--- config.mk ---
export PLATFORM = sky130hd
export DESIGN_NAME = osd_write_arbiter
export DESIGN_NICKNAME = d
export VERILOG_FILES = /design/src/rtl/osd_write_arbiter.sv
export SDC_FILE = /design/constraint.sdc
export NUM_CORES = 1
export LEC_CHECK = 0
export ABC_AREA = 1
export CAP_MARGIN = 40
export CORE_MARGIN = 5
export CORE_UTILIZATION = 25
export CTS_BUF_LIST = sky130_fd_sc_hd__clkbuf_4 sky130_fd_sc_hd__clkbuf_8
export CTS_CLUSTER_DIAMETER = 60
export DETAILED_ROUTE_END_ITERATION = 6
export PLACE_DENSITY = 0.43
export SYNTH_ARGS = -nofsm -noshare
export SYNTH_HDL_FRONTEND = slang
export SYNTH_SLANG_ARGS = --single-unit
--- constraint.sdc ---
create_clock -name clk -period 2.22 [get_ports clk]
set_input_delay 0.333 -clock clk [delete_from_list [all_inputs] [get_ports clk]]
set_output_delay 0.333 -clock clk [all_outputs]
set_load 0.05 [all_outputs]
--- src/rtl/osd_write_arbiter.sv ---
// Shares the OSD character buffer write port between the host command stream and a
// local line writer; also decodes OSD enable and runs the auto-show hold timer.
//
// state     | meaning
// ----------+------------------------------------------------------------
// IDLE      | no owner; local line may be granted
// HOST_CMD  | host transfer open, next byte is a command
// HOST_DATA | host line write, each byte stored at addr then addr++
// HOST_SKIP | host transfer open, remaining bytes ignored
// LOCAL     | local writer owns the port, filling one 256-byte line

module osd_write_arbiter #(
    parameter int                 TIMER_W     = 24,
    parameter logic [TIMER_W-1:0] HOLD_CYCLES = 24'd6375000
) (
    input  logic        clk,
    input  logic        reset,
    input  logic        host_start,
    input  logic        host_strobe,
    input  logic [7:0]  host_byte,
    input  logic        host_end,
    input  logic        loc_req,
    input  logic [2:0]  loc_line,
    input  logic        loc_valid,
    input  logic [7:0]  loc_data,
    output logic        loc_gnt,
    output logic        loc_done,
    output logic        loc_abort,
    output logic        buf_we,
    output logic [10:0] buf_addr,
    output logic [7:0]  buf_data,
    output logic        osd_enable
);

    typedef enum logic [2:0] {
        IDLE,
        HOST_CMD,
        HOST_DATA,
        HOST_SKIP,
        LOCAL
    } state_t;

    state_t             state;
    logic               host_en;
    logic [TIMER_W-1:0] timer;
    logic [10:0]        addr;

    logic               loc_last;
    logic               en_cmd;
    logic               wr_cmd;
    logic               host_en_nxt;
    logic [TIMER_W-1:0] timer_nxt;

    assign loc_last = (state == LOCAL) && !host_start && loc_valid && (addr[7:0] == 8'hFF);
    assign en_cmd   = (state == HOST_CMD) && !host_start && host_strobe
                      && (host_byte[7:3] == 5'b01000);
    assign wr_cmd   = (host_byte[7:3] == 5'b00100);

    // osd_enable is registered from the next-state values so it tracks host_en/timer exactly
    always_comb begin
        host_en_nxt = host_en;
        timer_nxt   = timer;
        if (en_cmd) begin
            host_en_nxt = host_byte[0];
        end
        if (loc_last) begin
            timer_nxt = HOLD_CYCLES;
        end else if (en_cmd && !host_byte[0]) begin
            timer_nxt = '0;
        end else if (timer != '0) begin
            timer_nxt = timer - TIMER_W'(1);
        end
    end

    always_ff @(posedge clk) begin
        if (reset) begin
            state      <= IDLE;
            host_en    <= 1'b0;
            timer      <= '0;
            addr       <= '0;
            loc_gnt    <= 1'b0;
            loc_done   <= 1'b0;
            loc_abort  <= 1'b0;
            buf_we     <= 1'b0;
            buf_addr   <= '0;
            buf_data   <= '0;
            osd_enable <= 1'b0;
        end else begin
            buf_we     <= 1'b0;
            loc_done   <= 1'b0;
            loc_abort  <= 1'b0;
            host_en    <= host_en_nxt;
            timer      <= timer_nxt;
            osd_enable <= host_en_nxt | (timer_nxt != '0);

            if (host_start) begin
                if (state == LOCAL) begin
                    loc_abort <= 1'b1;
                end
                loc_gnt <= 1'b0;
                state   <= HOST_CMD;
            end else begin
                case (state)
                    IDLE: begin
                        if (loc_req) begin
                            addr    <= {loc_line, 8'h00};
                            loc_gnt <= 1'b1;
                            state   <= LOCAL;
                        end
                    end
                    HOST_CMD: begin
                        if (host_strobe) begin
                            if (wr_cmd) begin
                                addr  <= {host_byte[2:0], 8'h00};
                                state <= HOST_DATA;
                            end else begin
                                state <= HOST_SKIP;
                            end
                        end
                        // a byte arriving with host_end is handled above, then the transfer closes
                        if (host_end) begin
                            state <= IDLE;
                        end
                    end
                    HOST_DATA: begin
                        if (host_strobe) begin
                            buf_we   <= 1'b1;
                            buf_addr <= addr;
                            buf_data <= host_byte;
                            addr     <= addr + 11'd1;
                        end
                        if (host_end) begin
                            state <= IDLE;
                        end
                    end
                    HOST_SKIP: begin
                        if (host_end) begin
                            state <= IDLE;
                        end
                    end
                    LOCAL: begin
                        if (loc_valid) begin
                            buf_we   <= 1'b1;
                            buf_addr <= addr;
                            buf_data <= loc_data;
                            addr     <= addr + 11'd1;
                            if (loc_last) begin
                                loc_done <= 1'b1;
                                loc_gnt  <= 1'b0;
                                state    <= IDLE;
                            end
                        end
                    end
                    default: begin
                        state <= IDLE;
                    end
                endcase
            end
        end
    end

endmodule

After elaboration in Yosys (flattened, before gate mapping)

Cells that the tools add are included.

Bits in registers: 63
Output and inout port bits: 24

Muxes and demuxes: 34
Add/sub/neg operators: 2
Bitwise gates (word level): 4
Reductions and logical operators: 24
Equal/unequal tests: 20

Operator list:

| kind                                                | number |
|---|---|
| two-way mux 11 bit                                  | 7 |
| two-way mux 24 bit                                  | 3 |
| nonzero test 24 bit                                 | 2 |
| case mux 11 bit (4 select lines)                    | 1 |
| subtractor 24 x 1 -> 24 bit (second input constant) | 1 |
| case mux 11 bit (2 select lines)                    | 1 |
| two-way mux 3 bit                                   | 6 |
| two-way mux 8 bit                                   | 2 |
| case mux 8 bit (2 select lines)                     | 1 |
| != test 2 bit (second input constant)               | 6 |
| != test 3 bit (second input constant)               | 4 |
| case mux 3 bit (4 select lines)                     | 1 |
| adder 11 x 1 -> 11 bit (second input constant)      | 1 |
| two-way mux 1 bit                                   | 10 |
| AND reduction 5 bit                                 | 2 |
| == test 8 bit (second input constant)               | 1 |
| AND reduction 4 bit                                 | 2 |
| logical AND 1 bit                                   | 7 |
| AND reduction 7 bit                                 | 1 |
| == test 3 x 2 -> 1 bit (second input constant)      | 2 |
| OR reduction 2 bit                                  | 3 |
| == test 5 x 3 -> 1 bit (second input constant)      | 1 |
| == test 5 x 4 -> 1 bit (second input constant)      | 1 |
| != test 4 bit (second input constant)               | 1 |
| 12 further kinds                                    | 17 |

Depth between registers and ports, before layout

Gate-level depths: netlist (run 1).

Word-level depth: 9
Gate-level depth with buffers: 15
Depth with buffers taken out: 14

Worst setup path after synthesis (run 1)

Ideal clock, no wire load.

Path type: register to register
From: reg timer[0]
To: reg osd_enable
Setup time: 0.133 ns
Setup slack: 0.527 ns
Stages on the path, launching flop included: 14
Arrival: 1.561 ns
Cells stage by stage: dfxtp_1 inv_1 ha_1 nand2_2 nor2_1 nand2_1 nand2_1 nand2_1 nand3_1 nand2_1 nor2_1 nand2_1 nor2_1 a21oi_1

Cells in the longest elaborated chain, start to end: 6

RTL lines:

| item                                                               | RTL line | source |
|---|---|---|
| start: declaration                                                 | 45       | `logic [TIMER_W-1:0] timer;` |
| start signal: assignment                                           | 93       | `timer <= timer_nxt;` |
| subtractor 24 x 1 -> 24 bit or nonzero test 24 bit (tied branches) | 71, 70   |  |
| two-way mux 24 bit *                                               | 70       | `end else if (timer != '0) begin` |
| two-way mux 24 bit *                                               | 68       | `end else if (en_cmd && !host_byte[0]) begin` |
| two-way mux 24 bit *                                               | 66       | `if (loc_last) begin` |
| nonzero test 24 bit *                                              | 94       | `osd_enable <= host_en_nxt \| (timer_nxt != '0);` |
| bitwise OR 1 bit *                                                 | 94       |  |
| end signal: assignment                                             | 94       |  |
| end: declaration                                                   | 32       | `output logic osd_enable` |

Every way passes the cells marked *; elsewhere a longest branch is shown, timed or not.
A chain may end at the register's enable or synchronous reset.

Final worst setup path (run 1)

From: reg timer[17]
To: reg osd_enable

The elaborated chain is that of the path after synthesis.

==> results of run 1 <==
power by group through the flow:
stage          combinational [mW]  clock [mW]  sequential (mW)
2_1_floorplan                2.10           0             1.52
3_3_place_gp                 2.99           0             1.53
3_5_place_dp                 2.98           0             1.53
4_1_cts                      2.99        1.09             1.50
5_1_grt                      3.44        1.14             1.53
6_report                     3.02        1.05             1.51
metrics by stage:
step / power [mW] / hold WS [ns] / worst slack, ns
floorplan: 3.62 / 0.457 / 0.527
global placement: 4.53 / 0.469 / -0.0551
detailed placement: 4.51 / 0.494 / -0.0807
CTS: 5.58 / 0.504 / 0.0536
global route: 6.11 / 0.545 / 0.00366
finish: 5.58 / 0.504 / 0.221
path summary, 6_finish.rpt:
| path | from | slack, ns | depth (start not counted) | end |
|---|---|---|---|---|
| max reg2reg | timer[17]$_SDFF_PP0_ | 0.22 | 11 | osd_enable$_SDFF_PP0_ |
| min | addr[9]$_SDFFE_PP0P_ | 0.50 | 2 | addr[9]$_SDFFE_PP0P_ |
| min reg2reg | addr[9]$_SDFFE_PP0P_ | 0.50 | 2 | addr[9]$_SDFFE_PP0P_ |
| max | timer[17]$_SDFF_PP0_ | 0.22 | 11 | osd_enable$_SDFF_PP0_ |
flip-flops by register name (all words and copies together) (netlist names):
register	cells
timer	24
addr	11
buf_addr	11
buf_data	8
state	3
buf_we	1
host_en	1
loc_abort	1
loc_done	1
loc_gnt	1
osd_enable	1
area by class of cell:
| class | instances | area, um2 |
|---|---|---|
| clock inverters | 6 | 60.1 |
| flip-flops and latches | 63 | 1260 |
| inverters | 55 | 206 |
| fillers | 1590 | 9350 |
| clock buffers | 10 | 138 |
| multi-input cells | 423 | 2050 |
| well taps | 180 | 225 |
| repair buffers | 76 | 693 |
timing repair:
| action | in CTS | in global routing |
|---|---|---|
| endpoints found under the setup margin | 0 | 1 |
| gates resized for setup | 0 | 3 |
| buffers inserted | 0 | 0 |
synthesized netlist by cell type:
cell type,number
a21oi_1,25
a31oi_1,9
buf_2,6
buf_4,1
buf_6,2
clkbuf_1,7
dfxtp_1,63
ha_1,3
inv_1,50
inv_2,5
nand2_1,134
nand2_2,7
nand2_4,1
nand3_1,35
nand3_2,3
nand3b_1,7
nand4_1,11
nand4_2,1
nor2_1,101
nor2_2,10
nor2_4,4
nor3_1,15
nor3_2,1
nor3b_1,3
nor4_1,2
nor4_4,1
o211ai_1,1
o21a_1,3
o21ai_0,29
o21ai_1,7
o21bai_1,1
o22ai_1,1
xnor2_1,3
xor2_1,5
logic make-up after synthesis:
kind of cell / synth area share, %
AOI/OAI and AO/OA: 11.3
xor gates and xnor gates: 1.95
adders and majority gates: 1.05
buffers and inverters: 8.15
DFF: 35.1
and+or+nand+nor: 42.5
layer usage:
| layer | track usage [%] | vias up | part of all wire, % |
|---|---|---|---|
| met3 | 3.81 | 18 | 5.0 |
| met4 | 6.17 | 0 | 2.3 |
| li1 | - | 1950 | - |
| met2 | 22.7 | 86 | 46 |
| met5 | 0 | - | 0 |
| met1 | 17.2 | 1617 | 47 |
worst max-delay path: cells and delay by family (launching register included):
family	cells	cell delay, ns
compound gates	1	0.07
buf+inv	1	0.24
flops	1	0.35
simple gates	9	1.23
==> flow_summary.toml, run 1 <==
[run_status]
outcome = "finished, final reports clean"

[layout]
syn_to_final_growth_pct = 29.1
stdcell_count = 813
drive_gt1_share_pct = 12.2
design_area_um2 = 4640
fin_nets = 657
fin_util_pct = 33.1
antennaDiodeCount = 0
mostFrequentLayoutCells = "nand2_1, nor2_1, dfxtp_1"
layout_commonest_cell = "nand2_1"

[clocking]
postCtsHoldBufs = 0
clock_latency_ns = 0.36
h-tree-depth = 3
path_clk_slew_ns = 0.08
cts-root-buf = "clkbuf_8"
numCtsBuffers = 9
cts_sinks = 63
clockBufferDepth = 2
tritoncts = "done"

[worst_setup_path]
required_ns = 2.46
max_stage_delay_ns = 0.35
slowest_stage = "dfxtp_1"
path_cells = "nor2_1 > nand2_1 > nor2_2 > nand3_4 > buf_4 > nand3_1 > nand2_1 > nor2_1 > nand2_1 > nor2_1 > a21oi_1"
crit_fanout = 16
cp-start-kind = "register"
end_kind = "register"
arrival_ns = 2.24
worstSetupPathType = "reg -> reg"

[floorplanning]
rows = 43
pin_count = 50
start_util_pct = 25.7
core_um2 = 14000
die_w_um = 130
fp.dieH_um = 130
dieArea_um2 = 16900

[timing]
period_needed_ns = 2.00
post-route-period-util_pct = 90.1
tns_ns = 0
tightestPinTransition_ns = 0.520
setup_viol = 0
slew_headroom_pct = 65.2
drv_slew = 0
fmax_ghz = 0.500
hold_viol_final = 0
rsz0062_at_grt = "false"
fin_skew_ns = 0.0110

[pwr]
peakVddDrop_mv = 0.433
internal-power_mw = 2.92
p_switching_mw = 2.66
pwr-share-seq_pct = 27.1
leakage_nw = 2.07
swShare_pct = 47.6
power.density_nw_per_um2 = 1200
clkPwrFrac_pct = 18.8
combPwrFrac_pct = 54.1

[place]
numPortBuffers = 49
placed_cell_area_um2 = 4420
dp_hpwl_um = 8720
gp_congestion = 0.845
placed_cells = 797

[route]
routedWlPerCell_um = 13.6
num_vias = 3671
initialDrtViolationCount = 196
drtPass1Iterations = 4
via_per_inst = 4.52
drc = 0
routed_wl_um = 11100
drt.antenna.violating_nets = 0

[worst_hold_path]
hp-class = "reg -> reg"

[synth]
seq_area_frac_synth_pct = 35.1
syn_nets = 586
synth_area_leader_cell = "dfxtp_1"
syn_inst = 557
synth.distinct_cells = 34
ys.warnings.count = 0
yosys.area.top_type_share_pct = 35.1
synthesis.area_um2 = 3590
synthTopCellsByArea = "dfxtp_1, nand2_1, nor2_1"
syn_avg_cell_area_um2 = 6.45
synth_seq_cells = 63

[global_route]
antenna_found_initial = 0
grt.overflow.total = 0
grtUsageTotal_pct = 13.9
grt_pass1_wl_um = 18400
grt_pass1_vias = 3713
grt_max_degree = 34

[flow_run]
max_cap_viol_count = 0
(Power assumes the default switching activity.)
==> inputs of run 2 (changes only) <==
--- a/config.mk
+++ b/config.mk
@@ -7,6 +7,7 @@
 export LEC_CHECK = 0
 export ABC_AREA = 1
 export CAP_MARGIN = 40
+export CORE_ASPECT_RATIO = 1.4
 export CORE_MARGIN = 5
 export CORE_UTILIZATION = 25
 export CTS_BUF_LIST = sky130_fd_sc_hd__clkbuf_4 sky130_fd_sc_hd__clkbuf_8
==> flow_summary.toml, run 2 (same netlist as run 1, synthesis figures left out) <==
[worst_setup_path]
required_ns = 2.45
arrival_ns = 2.31
cp-start-kind = "register"
worstSetupPathType = "reg -> reg"
critPathLaunch = "timer[0]$_SDFF_PP0_"
reg2reg_from = "timer[0]$_SDFF_PP0_"
end_kind = "register"
rrSetupSlack_ns = 0.14
crit_fanout = 5

[timing]
period_needed_ns = 2.08
fmax_ghz = 0.481
setup_ws_ns = 0.140
hold_viol_final = 0
post-route-period-util_pct = 93.7
tns_ns = 0
fin_skew_ns = 0.0135
setup_viol = 0
slew_headroom_pct = 62.5
rsz0062_at_grt = "false"
hold_slack_ns = 0.491
drv_slew = 0
tightestPinTransition_ns = 0.561

[pwr]
fin_total_pwr_mw = 5.67
leakage_nw = 2.15
peakVddDrop_mv = 0.303
power.density_nw_per_um2 = 1180

[layout]
nFillCells = 1572
layout_commonest_cell = "nand2_1"
design_area_um2 = 4790
regMostFlops = "timer"
antennaDiodeCount = 0
syn_to_final_growth_pct = 33.4
mostFrequentLayoutCells = "nand2_1, nor2_1, dfxtp_1"
top_regs = "timer x24, addr x11, buf_addr x11"
drive_gt1_share_pct = 13.8
multi_input_area_um2 = 2050
fin_util_pct = 34.1
fin_nets = 670
stdcell_count = 831
seq_area_um2 = 1260
largest_reg_flops = 24

[flow_run]
max_cap_viol_count = 0

[floorplanning]
die_w_um = 111
start_util_pct = 25.6
fp.dieH_um = 152
pin_count = 50
dieArea_um2 = 16900
rows = 51
core_um2 = 14000

[place]
place_ws_ns = -0.0267
placed_cell_area_um2 = 4550
gp_congestion = 0.854
numPortBuffers = 49
dp_hpwl_um = 9660
placed_cells = 815

[global_route]
grt_pass1_vias = 3874
grtUsageTotal_pct = 14.2
grt.overflow.total = 0
grt_max_degree = 34
grt_pass1_wl_um = 19500
antenna_found_initial = 0

[route]
drc = 0
initialDrtViolationCount = 149
num_vias = 3807
routed_wl_um = 11900
via_per_inst = 4.58
routedWlPerCell_um = 14.3
drtPass1Iterations = 4
drt.antenna.violating_nets = 0

[clocking]
clockBufferDepth = 2
postCtsHoldBufs = 0
tritoncts = "done"
cts-root-buf = "clkbuf_8"
clock_latency_ns = 0.35
path_clk_slew_ns = 0.08
cts_sinks = 63
h-tree-depth = 3
numCtsBuffers = 9

[worst_hold_path]
hp-class = "reg -> reg"
worstHoldStart = "addr[9]$_SDFFE_PP0P_"

[run_status]
outcome = "finished, final reports clean"
[run 2: layer usage]
| metal | GRT usage [%] | vias to the layer above | wire length (um) |
|---|---|---|---|
| met5 | 0 | - | 0 |
| met4 | 5.28 | 0 | 272 |
| met3 | 2.86 | 16 | 399 |
| met2 | 26.6 | 87 | 6400 |
| met1 | 15.6 | 1734 | 4780 |
| li1 | - | 1970 | - |
[run 2: cell type report]
cell class,count,area share (%)
clock buffer,10,2.87
clock inverter,6,1.93
inverter,55,4.31
multi-input combinational,423,42.7
sequential,63,26.3
tap,185,4.83
timing repair buffer,89,17.0
[run 2: report_power, final]
part           total [mW]  leakage [nW]  switching, mW  internal [mW]
combinational        3.00          1.53           1.90           1.10
clock                1.16         0.109          0.493          0.669
sequential           1.52         0.513          0.197           1.32
total                5.67          2.15           2.59           3.09
[run 2: path summary, 6_finish.rpt]
kind | to | depth (start not counted)
worst max register to register | osd_enable$_SDFF_PP0_ | 14
worst max-delay path | osd_enable$_SDFF_PP0_ | 14
worst min register to register | addr[9]$_SDFFE_PP0P_ | 2
worst min-delay path | addr[9]$_SDFFE_PP0P_ | 2
[run 2: repair_timing]
item                                    in CTS  in global routing
gates resized for setup                      0                  1
endpoints found under the setup margin       0                  1
setup buffers                                0                  0
[run 2: critical path, stage by stage (launching register included)]
cell	delay, ns
dfxtp_1	0.32
inv_1	0.16
buf_4	0.16
ha_1	0.17
nand2_2	0.10
nor2_1	0.32
nand2_1	0.09
nand2_1	0.07
nand2_1	0.05
nand2_1	0.05
nor2_1	0.07
nor2_1	0.15
nand3_1	0.09
nor2_1	0.09
a21oi_1	0.07
